**src/rtl/prog_encoder.sv**
```systemverilog
// Streaming instruction encoder: turns one handshaked instruction into one or
// two program-memory byte writes, tracking the next free address in pc.
//
// state     | meaning
// ----------+------------------------------------------------------------
// IDLE      | ready for a new instruction (in_ready=1)
// EMIT_OP   | writing the opcode byte at pc
// EMIT_IMM  | writing the immediate / relative jump offset at pc
// HALT      | HLT written; frozen until reset
module prog_encoder #(
    parameter int MEMSIZE = 64
) (
    input  logic       clk,
    input  logic       rst,
    input  logic       in_valid,
    output logic       in_ready,
    input  logic [3:0] in_op,
    input  logic [1:0] in_x,
    input  logic [1:0] in_y,
    input  logic       in_use_imm,
    input  logic [7:0] in_imm,
    output logic       write_flag,
    output logic [7:0] write_addr,
    output logic [7:0] write_value,
    output logic [7:0] pc,
    output logic       err,
    output logic       halted
);

    localparam logic [1:0] IDLE     = 2'd0;
    localparam logic [1:0] EMIT_OP  = 2'd1;
    localparam logic [1:0] EMIT_IMM = 2'd2;
    localparam logic [1:0] HALT     = 2'd3;

    localparam logic [8:0] MEM_LIMIT = 9'(MEMSIZE);

    logic [1:0] state;
    logic [7:0] op_byte;
    logic [7:0] imm_byte;
    logic       two_byte;
    logic       is_hlt;

    logic [7:0] enc_op;
    logic [7:0] enc_imm;
    logic [1:0] enc_len;
    logic       enc_legal;
    logic       enc_hlt;
    logic       enc_room;
    logic       handshake;

    always_comb begin
        enc_op    = 8'h00;
        enc_imm   = in_imm;
        enc_len   = 2'd1;
        enc_legal = 1'b1;
        enc_hlt   = 1'b0;
        case (in_op)
            4'd0, 4'd1, 4'd2, 4'd3: begin
                enc_op  = {1'b0, in_use_imm, in_op[1:0], in_x, (in_use_imm ? 2'b00 : in_y)};
                enc_len = in_use_imm ? 2'd2 : 2'd1;
            end
            4'd4: enc_op = {4'b1000, in_x, 2'b00};
            4'd5: enc_op = {4'b1001, in_x, 2'b00};
            4'd6, 4'd7, 4'd8: begin
                // Jumps store an offset relative to the address after the 2-byte instruction.
                enc_op  = (in_op == 4'd6) ? 8'hC0 : (in_op == 4'd7) ? 8'hD0 : 8'hE0;
                enc_imm = in_imm - (pc + 8'd2);
                enc_len = 2'd2;
            end
            4'd9: begin
                enc_op  = 8'hF0;
                enc_hlt = 1'b1;
            end
            default: enc_legal = 1'b0;
        endcase
    end

    assign enc_room  = ({1'b0, pc} + {7'b0, enc_len}) <= MEM_LIMIT;
    assign in_ready  = (state == IDLE);
    assign handshake = in_valid && in_ready;

    always_ff @(posedge clk) begin
        if (rst) begin
            state    <= IDLE;
            pc       <= 8'h00;
            err      <= 1'b0;
            halted   <= 1'b0;
            op_byte  <= 8'h00;
            imm_byte <= 8'h00;
            two_byte <= 1'b0;
            is_hlt   <= 1'b0;
        end else begin
            err <= 1'b0;
            case (state)
                IDLE: begin
                    if (handshake) begin
                        if (enc_legal && enc_room) begin
                            op_byte  <= enc_op;
                            imm_byte <= enc_imm;
                            two_byte <= (enc_len == 2'd2);
                            is_hlt   <= enc_hlt;
                            state    <= EMIT_OP;
                        end else begin
                            err <= 1'b1;
                        end
                    end
                end
                EMIT_OP: begin
                    pc <= pc + 8'd1;
                    if (is_hlt) begin
                        state  <= HALT;
                        halted <= 1'b1;
                    end else if (two_byte) begin
                        state <= EMIT_IMM;
                    end else begin
                        state <= IDLE;
                    end
                end
                EMIT_IMM: begin
                    pc    <= pc + 8'd1;
                    state <= IDLE;
                end
                default: state <= HALT;
            endcase
        end
    end

    // A cycle with reset asserted never presents a write, so an aborted instruction leaves no trace.
    always_comb begin
        write_flag  = 1'b0;
        write_addr  = 8'h00;
        write_value = 8'h00;
        if (!rst && (state == EMIT_OP || state == EMIT_IMM)) begin
            write_flag  = 1'b1;
            write_addr  = pc;
            write_value = (state == EMIT_OP) ? op_byte : imm_byte;
        end
    end

endmodule

```
**config.mk**
```make
export PLATFORM = sky130hd
export DESIGN_NAME = prog_encoder
export DESIGN_NICKNAME = d
export VERILOG_FILES = /design/src/rtl/prog_encoder.sv
export SDC_FILE = /design/constraint.sdc
export NUM_CORES = 1
export LEC_CHECK = 0
export ABC_AREA = 1
export BUFFER_PORTS_ARGS = -buffer_cell sky130_fd_sc_hd__buf_2
export CAP_MARGIN = 20
export CORE_UTILIZATION = 30
export DETAILED_ROUTE_END_ITERATION = 8
export GPL_ROUTABILITY_DRIVEN = 0
export SYNTH_ARGS = -nofsm -noshare
export SYNTH_HDL_FRONTEND = slang
export SYNTH_SLANG_ARGS = --single-unit
```
**constraint.sdc**
```tcl
create_clock -name clk -period 2.4 [get_ports clk]
set_input_delay 0.36 -clock clk [delete_from_list [all_inputs] [get_ports clk]]
set_output_delay 0.36 -clock clk [all_outputs]
set_load 0.02 [all_outputs]
```
==> metrics.txt <==
clock latency on the worst-skew pair 0.28 ns; WL per Instance 11.55 um; highest-count cells in the layout ignoring fill and taps nand2_1, inv_1, buf_2; DRC 0; syn_nets 388; DRT iter0 DRCs 96; Max Clock Freq 0.4411 GHz; clk_skew 0.005849 ns; max cap viols 0; post-route minimum period 2.267 ns; Hold Slack 0.3803 ns; Die X 88.21 um; share of power burned in registers 30.5%; synth unique cells 30; Initial Util 30.91%; Syn Std Cell Area 2230 um^2; clock tree sinks 30; total core area 7214 um^2; Fin Setup TNS 0 ns; Syn Inst Count 347; RSZ-0062 raised after global routing true; run status complete, no violations; Peak VDD IR 0.3199 mV; final hold viol count 0; detailed-route via count 2,255; commonest non-fill, non-tap cell in the layout nand2_1; largest net degree at the start of global routing 22; DRT Pass-1 Iters 4; port bufs 47; flops & latches, synth 30; Clock power frac 25.5%; internal power 1200 uW; Worst Hold Class in2reg; Slew HR 70.53%; Post-DP HPWL 4.687 mm; Top-Level Pins 48; H-tree levels 2; switch share 39.18%; first-pass GRT wire length 9.473 mm; chip height 88.21 um; Syn Area/Cell 6.425 um^2; Root Buffer clkbuf_8; Slew Limit Fails 0; Core Rows 31; CTS tree yes; Post-Route WL 5.916 mm; clock buffer count from CTS 5; number of warnings issued by yosys 0; Logic pwr share 44.0%; Pleak 0.001484 uW; switching power 772.7 uW; endpoints failing setup 0; crit path max fanout 6; Diodes inserted 0; critical path class reg2out; Area Growth Syn to Fin 30.64%; share of cells above drive strength 1 27.12%; vias in the first global route 2,051; Clock Pin Slew Worst Setup and Hold Paths 0.07 ns; vias per cell 4.404; GR Overflow Total 0; Critical Path Start Type flop; post-synthesis sequential area ratio 26.94%; full die area 7781 um^2; Total GRT Usage 15.63%; Bufs on Longest Clock Path 2; total chip power 1972 uW; fill count 769; Power Density 677.1 nW/um^2; CP endpoint kind primary output; antenna violations before repair 0; Post-DRT Antenna Nets 0; worst path arrival time 1.91 ns; Worst EP required 2.04 ns; Worst-Margin Slew 0.4416 ns; Total Nets Final 453; crit share post-route 94.46%
## critical path, stage by stage (launching register included)
cell and delay [ns]:
dfxtp_1 0.41, inv_1 0.06, ha_1 0.31, inv_1 0.08, nor2_2 0.14, buf_4 0.16, o21ai_0 0.08, a21oi_1 0.18
buf_2 0.20
## final timing paths
path	start	to	slack (ns)	cells past startpoint
setup / recovery	state[0]	write_value[7]	0.13	8
hold / removal	in_valid	err	0.38	3
setup reg to reg	pc[1]	op_byte[6]	0.17	10
hold reg to reg	halted	halted	0.45	2
## through the flow
step	cells	setup WS [ns]	area [um^2]	util, %
3_5_place_dp	500	-0.2246	2666	36.96
2_1_floorplan	347	-0.02157	2263	-
6_report	512	0.1329	2913	40.37
3_3_place_gp	500	-0.1669	2666	36.96
5_1_grt	512	-0.01939	2913	40.37
4_1_cts	508	0.05886	2776	38.48
## sequential cells by signal (all words and copies together), names as in the netlist
signal    count
two_byte      1
pc            8
state         2
err           1
is_hlt        1
op_byte       8
halted        1
imm_byte      8
## layer usage
metal,GRT usage [%],share of wire (%)
met1,21.42,51
met2,25.66,45
met3,2.985,3.5
met4,3.079,0.98
met5,0,0
## kinds of logic (layout without fill, tap and decap cells)
group,Yosys count,in the layout,synth area share (%)
simple gates,152,152,28.96
compound gates,61,61,15.60
fa+ha+maj,21,21,12.46
xor+xnor,3,3,1.179
buf+inv,80,146,14.87
flops,30,30,26.94
## timing repair
item                                   4_1_cts  5_1_grt
resized for setup                            1       29
pin swaps                                    0        2
endpoints found under the hold margin        0        0
setup buffers                                0        2
hold buffers                                 0        0
setup endpoints to repair                    2       25
gates cloned                                 0        2
## power by group through the flow
| stage | logic, uW | clock network, uW | registers (uW) |
|---|---|---|---|
| after floorplan | 553 | 0 | 628 |
| after global placement | 777 | 0 | 611 |
| after detailed placement | 794 | 0 | 613 |
| after CTS | 798 | 510 | 602 |
| after global routing | 980 | 537 | 608 |
| final | 868 | 504 | 601 |
## cell usage after synthesis
cell / n / area share, %
buf_1: 2 / 0.34
inv_2: 1 / 0.17
buf_2: 1 / 0.22
nor4_1: 1 / 0.28
fa_1: 2 / 1.8
a21oi_1: 29 / 6.5
clkbuf_1: 2 / 0.34
inv_4: 1 / 0.28
nand2_1: 89 / 15
nor3_1: 7 / 1.6
nor2_1: 28 / 4.7
inv_1: 69 / 12
clkinv_1: 1 / 0.17
dfxtp_1: 30 / 27
buf_4: 1 / 0.34
buf_12: 1 / 0.90
xor2_1: 3 / 1.2
o21ai_1: 1 / 0.22
ha_1: 19 / 11
nand3_4: 1 / 0.79
o21bai_1: 4 / 1.3
nor3b_1: 2 / 0.67
a21oi_2: 8 / 3.1
nand3_1: 14 / 3.1
buf_6: 1 / 0.51
nor2_2: 1 / 0.28
o21ai_0: 18 / 4.0
a211oi_1: 1 / 0.34
nand4_1: 4 / 1.1
nand2_2: 5 / 1.4
## cell type report
class | instances | area (um^2) | share of cell area (%)
Tap cell | 99 | 123.9 | 4.253
Timing Repair Buffer | 66 | 442.9 | 15.21
Clock inverter | 3 | 40.04 | 1.375
Multi-Input combinational cell | 237 | 1348 | 46.26
Clock buffer | 5 | 68.82 | 2.363
Sequential cell | 30 | 600.6 | 20.62
Inverter | 72 | 289.0 | 9.923
Note: power is estimated with default switching activity, not from simulation.
